### config.mk
export PLATFORM = sky130hd
export DESIGN_NAME = code_frame_transmitter_flat
export DESIGN_NICKNAME = d
export VERILOG_FILES = /design/src/rtl/code_frame_transmitter_if.sv /design/src/rtl/code_frame_transmitter.sv /design/src/flat_wrapper.sv
export SDC_FILE = /design/constraint.sdc
export NUM_CORES = 1
export LEC_CHECK = 0
export ABC_AREA = 1
export CORE_ASPECT_RATIO = 0.7
export CORE_MARGIN = 3
export CORE_UTILIZATION = 50
export CTS_CLUSTER_DIAMETER = 60
export DETAILED_ROUTE_END_ITERATION = 12
export PLACE_DENSITY = 0.72
export SLEW_MARGIN = 20
export SYNTH_ARGS = -nofsm -noshare
export SYNTH_HDL_FRONTEND = slang
export SYNTH_SLANG_ARGS = --single-unit
### constraint.sdc
create_clock -name clk -period 1.9 [get_ports clk]
set_input_delay 0.38 -clock clk [delete_from_list [all_inputs] [get_ports clk]]
set_output_delay 0.38 -clock clk [all_outputs]
set_load 0.05 [all_outputs]
### src/rtl/code_frame_transmitter_if.sv
// rtl/code_frame_transmitter_if.sv - code link handshake and serial line bundle
interface code_frame_transmitter_if;
    logic       start;
    logic [2:0] code;
    logic       match;
    logic       tx;
    logic       busy;
    logic       done;
    logic       fail;
    logic [1:0] retries;

    modport master (
        output start, code, match,
        input  tx, busy, done, fail, retries
    );

    modport slave (
        input  start, code, match,
        output tx, busy, done, fail, retries
    );
endinterface

### src/rtl/code_frame_transmitter.sv
// rtl/code_frame_transmitter.sv - framed, parity-protected serial sender for 3-bit codes with ack timeout and retry
module code_frame_transmitter #(
    parameter int BIT_CYCLES  = 4,
    parameter int ACK_TIMEOUT = 16,
    parameter int MAX_RETRY   = 3
) (
    input  logic                    clk,
    input  logic                    rst,
    code_frame_transmitter_if.slave bus
);
    localparam int CW = (BIT_CYCLES > 1) ? $clog2(BIT_CYCLES) : 1;
    localparam int TW = (ACK_TIMEOUT > 1) ? $clog2(ACK_TIMEOUT) : 1;
    localparam logic [CW-1:0] CYC_LAST  = CW'(BIT_CYCLES - 1);
    localparam logic [TW-1:0] TO_LAST   = TW'(ACK_TIMEOUT - 1);
    localparam logic [1:0]    RETRY_MAX = 2'(MAX_RETRY);
    localparam logic [2:0]    BIT_LAST  = 3'd5;

    typedef enum logic [2:0] {
        IDLE,
        SEND,
        WAIT_ACK,
        DONE,
        FAIL
    } state_t;

    state_t        state, state_next;
    logic [2:0]    bit_cnt, bit_next;
    logic [CW-1:0] cyc_cnt, cyc_next;
    logic [TW-1:0] to_cnt, to_next;
    logic [1:0]    retries_q, retries_next;
    logic [2:0]    code_q, code_next;
    logic          tx_q, tx_next;
    logic          busy_q, busy_next;
    logic [5:0]    frame_next;

    always_ff @(posedge clk) begin
        if (rst) begin
            state     <= IDLE;
            bit_cnt   <= '0;
            cyc_cnt   <= '0;
            to_cnt    <= '0;
            retries_q <= '0;
            code_q    <= '0;
            tx_q      <= 1'b1;
            busy_q    <= 1'b0;
        end else begin
            state     <= state_next;
            bit_cnt   <= bit_next;
            cyc_cnt   <= cyc_next;
            to_cnt    <= to_next;
            retries_q <= retries_next;
            code_q    <= code_next;
            tx_q      <= tx_next;
            busy_q    <= busy_next;
        end
    end

    always_comb begin
        state_next   = state;
        bit_next     = bit_cnt;
        cyc_next     = cyc_cnt;
        to_next      = to_cnt;
        retries_next = retries_q;
        code_next    = code_q;

        case (state)
            IDLE: begin
                if (bus.start) begin
                    code_next    = bus.code;
                    retries_next = 2'd0;
                    bit_next     = 3'd0;
                    cyc_next     = '0;
                    state_next   = SEND;
                end
            end
            SEND: begin
                if (cyc_cnt == CYC_LAST) begin
                    cyc_next = '0;
                    if (bit_cnt == BIT_LAST) begin
                        bit_next   = 3'd0;
                        to_next    = '0;
                        state_next = WAIT_ACK;
                    end else begin
                        bit_next = bit_cnt + 3'd1;
                    end
                end else begin
                    cyc_next = cyc_cnt + CW'(1);
                end
            end
            WAIT_ACK: begin
                // match takes priority over a timeout expiring in the same cycle
                if (bus.match) begin
                    state_next = DONE;
                end else if (to_cnt == TO_LAST) begin
                    to_next = '0;
                    if (retries_q < RETRY_MAX) begin
                        retries_next = retries_q + 2'd1;
                        bit_next     = 3'd0;
                        cyc_next     = '0;
                        state_next   = SEND;
                    end else begin
                        state_next = FAIL;
                    end
                end else begin
                    to_next = to_cnt + TW'(1);
                end
            end
            DONE:    state_next = IDLE;
            FAIL:    state_next = IDLE;
            default: state_next = IDLE;
        endcase
    end

    // tx and busy are registered from the next-state view so they line up with the state they describe
    always_comb begin
        frame_next = {1'b0, code_next, ^code_next, 1'b1};
        tx_next    = 1'b1;
        if (state_next == SEND) begin
            tx_next = frame_next[BIT_LAST - bit_next];
        end
        busy_next = (state_next != IDLE);
    end

    assign bus.tx      = tx_q;
    assign bus.busy    = busy_q;
    assign bus.done    = (state == DONE);
    assign bus.fail    = (state == FAIL);
    assign bus.retries = retries_q;
endmodule

### src/flat_wrapper.sv
// flat-port wrapper written by rule: the top's interface ports become plain ports
module code_frame_transmitter_flat 
#(
    parameter int BIT_CYCLES  = 4,
    parameter int ACK_TIMEOUT = 16,
    parameter int MAX_RETRY   = 3
)
  (clk, rst, bus_start, bus_code, bus_match, bus_tx, bus_busy, bus_done, bus_fail, bus_retries);
  code_frame_transmitter_if bus_i ();
  input  logic clk;
  input  logic rst;
  input wire logic [$bits(bus_i.start)-1:0] bus_start;
  input wire logic [$bits(bus_i.code)-1:0] bus_code;
  input wire logic [$bits(bus_i.match)-1:0] bus_match;
  output wire logic [$bits(bus_i.tx)-1:0] bus_tx;
  output wire logic [$bits(bus_i.busy)-1:0] bus_busy;
  output wire logic [$bits(bus_i.done)-1:0] bus_done;
  output wire logic [$bits(bus_i.fail)-1:0] bus_fail;
  output wire logic [$bits(bus_i.retries)-1:0] bus_retries;
  assign bus_i.start = bus_start;
  assign bus_i.code = bus_code;
  assign bus_i.match = bus_match;
  assign bus_tx = bus_i.tx;
  assign bus_busy = bus_i.busy;
  assign bus_done = bus_i.done;
  assign bus_fail = bus_i.fail;
  assign bus_retries = bus_i.retries;
  code_frame_transmitter #(.BIT_CYCLES(BIT_CYCLES), .ACK_TIMEOUT(ACK_TIMEOUT), .MAX_RETRY(MAX_RETRY)) u_core (.clk(clk), .rst(rst), .bus(bus_i));
endmodule
==> flow_summary.toml <==
[critical_path]
setup.worst_path.end = "bus_tx"
r2r_end = "u_core.bus.tx$_SDFF_PP1_"
regToRegStartpoint = "u_core.to_cnt[0]$_SDFFE_PP0P_"
worstSetupPathType = "register to output pin"
critPathBufInv = 1
cp.required_ns = 1.52
crit_cells = 1
r2r_cells = 10
cp-end-kind = "output pin"
start_kind = "register"
crit_path_cell_trace = "clkdlybuf4s50_1"
cp-startpoint = "u_core.bus.tx$_SDFF_PP1_"
slowest_stage = "clkdlybuf4s50_1"
path_delay_family = "buffers and inverters"
cpPeakStageDelay_ns = 0.80
arrival_ns = 1.42
r2r_setup_slack_ns = 0.21
cp_max_fo = 1

[cts]
cts_root_buf = "clkbuf_4"
cts_tree = "yes"
clkTransAtPathRegs_ns = 0.10
cts_buffers = 3
postCtsSetupBuffers = 0
postCtsHoldBufs = 0
cts_resized = 0
ctsHtreeMaxLevel = 1
clock_sinks = 19
cts.path.max_buffers = 2
clk_latency_ns = 0.31

[finish]
area_growth_pct = 19.28
final_core_util = 0.6830
final_nets = 213
fillers = 204
num_antenna_cells = 0
regArea_um2 = 380.4
postLayoutCellArea_um2 = 1378
final_layout_size_suffix_gt1_frac = 0.1188
multi_input_area_um2 = 660.6

[yosys]
synth.distinct_cells = 25
synth_area_per_cell_um2 = 6.242
yosysSeqAreaShare = 0.3294
netlist_area_um2 = 1155
netlist.top_cell.by_area = "dfxtp_1"
synth.mux.area_fraction = 0
syn-num-nets = 195
synthTopCellsByArea = "dfxtp_1 33%, nand2_1 20%, nand3_1 7.8%"
synth_top_family_by_area = "simple AND/OR/NAND/NOR gates"
synth-simple-area-share = 0.4637
synth_compound_area_frac = 0.07151
yosysTopAreaCellShare = 0.3294
synth_seq_cells = 19
synth_xor_area_frac = 0
syn_inst = 185
yosys.area_share.adder = 0.03250
ys_warn_count = 0

[timing]
hold_viol = 0
period_needed_ns = 1.800
hold-worst-slack_ns = 0.4786
worstMarginPinSlew_ns = 0.4997
drv_slew = 0
timing.fmax_mhz = 555.5
finalSetupViolCount = 0
slew-limit-headroom = 0.6663
clock-skew-final_ns = 0.006590
grt_setup_unrepaired = "false"
finalCritPeriodShare = 0.9474

[routing]
ant_nets = 0
drt-pass1-iter-count = 4
vias_per_cell = 5.047
routed_wl_um = 2621
dr_total_vias = 1171
wire_per_inst_um = 11.30
drt_first_iter_violations = 108
route.detailed.drc = 0

[global_routing]
grt_max_degree = 14
grt_pass1_wl_um = 4554
grt_usage = 0.2086
antenna_found_initial = 0
grt_pass1_vias = 1002
overflow = 0

[pwr]
p_leak_nw = 0.6820
ir_worst_vdd_mv = 0.3742
power.density_nw_per_um2 = 579.1

[status]
status = "finished, final reports clean"

[die]
pin_count = 13
num_rows = 13
die_height_um = 46.21
die_area_um2 = 2932
initial_utilization = 0.5726
core_um2 = 2017
die_w_um = 63.44

[min_path]
hold_path.class = "register to register"

[run]
maxCapViolations = 0

[placement]
port_buffers = 12
post_dp_cell_area_um2 = 1349
hpwl_um = 2053
place_congestion = 0.8844
==> power breakdown <==
| part | switching [W] | total, W | leakage [nW] | internal (W) |
|---|---|---|---|---|
| Sequential | 0.00000942 | 0.000422 | 0.155 | 0.000413 |
| Combinational | 0.000105 | 0.000167 | 0.512 | 0.0000612 |
| Clock | 0.000127 | 0.000209 | 0.0150 | 0.0000821 |
| Total | 0.000241 | 0.000798 | 0.682 | 0.000556 |
==> cell families (layout without fill, tap and decap cells) <==
kind of cell             Yosys count  after routing
adder cells (fa/ha/maj)            3              3
AND/OR/NAND/NOR                  118            118
flip-flops                        19             19
buffers and inverters             30             47
AO/OA/AOI/OAI                     15             15
==> synthesized netlist by cell type (all sizes together) <==
master   n
nand2   64
inv     28
nor2    23
nand3   20
dfxtp   19
a21oi    9
nor3     5
nand4    4
ha       3
o21ai    3
clkbuf   2
a211oi   1
a31o     1
a31oi    1
and2     1
nand3b   1
==> sequential cells by signal, indices dropped and copies added, names as in the netlist <==
register	count
u_core.state	3
u_core.bit_cnt	3
u_core.bus.busy	1
u_core.bus.retries	2
u_core.to_cnt	4
u_core.bus.tx	1
u_core.code_q	3
u_core.cyc_cnt	2
==> final cells by class <==
type	count	share of cell area
clock buffers	4	0.01907
repair buffers	15	0.1181
inverters	28	0.07993
flip-flops and latches	19	0.2761
multi-input cells	136	0.4796
well taps	30	0.02725
==> placed cells by master, fill, tap and decap left out, drive strengths merged, types with 3 or more instances in the layout <==
master and n:
a21oi 9, clkdlybuf4s50 8, o21ai 3, nand3 20
nand4 4, clkbuf 4, dfxtp 19, nor3 5
nor2 23, inv 28, ha 3, nand2 64
buf 6
==> stage by stage <==
step                setup slack, ns  std cells  total power, W  setup TNS, ns
detailed placement          0.03331        228       0.0005979              0
global placement            0.08134        228       0.0005932              0
global route                0.03206        232       0.0008456              0
CTS                         0.02615        232       0.0008065              0
finish                      0.09986        232       0.0007978              0
floorplan                  -0.01519        185       0.0005423       -0.01519
==> layer usage <==
metal | GRT usage | share of wire | vias to the layer above
met4 | 0.09871 | 0.019 | 0
met3 | 0.06098 | 0.084 | 6
met1 | 0.2661 | 0.48 | 503
met2 | 0.3299 | 0.41 | 43
li1 | - | - | 619
met5 | 0 | 0 | -
==> worst min path at each step <==
stage,slack (ns),from,end,cells past startpoint
finish,0.48,u_core.cyc_cnt[1]$_SDFFE_PP0P_,u_core.cyc_cnt[1]$_SDFFE_PP0P_,2
global route,0.51,u_core.to_cnt[1]$_SDFFE_PP0P_,u_core.to_cnt[1]$_SDFFE_PP0P_,2
CTS,0.48,u_core.cyc_cnt[1]$_SDFFE_PP0P_,u_core.cyc_cnt[1]$_SDFFE_PP0P_,2
detailed placement,0.47,u_core.cyc_cnt[1]$_SDFFE_PP0P_,u_core.cyc_cnt[1]$_SDFFE_PP0P_,2
global placement,0.46,u_core.cyc_cnt[1]$_SDFFE_PP0P_,u_core.cyc_cnt[1]$_SDFFE_PP0P_,2
floorplan,0.44,u_core.cyc_cnt[1]$_SDFFE_PP0P_,u_core.cyc_cnt[1]$_SDFFE_PP0P_,2
(Power assumes the default switching activity.)
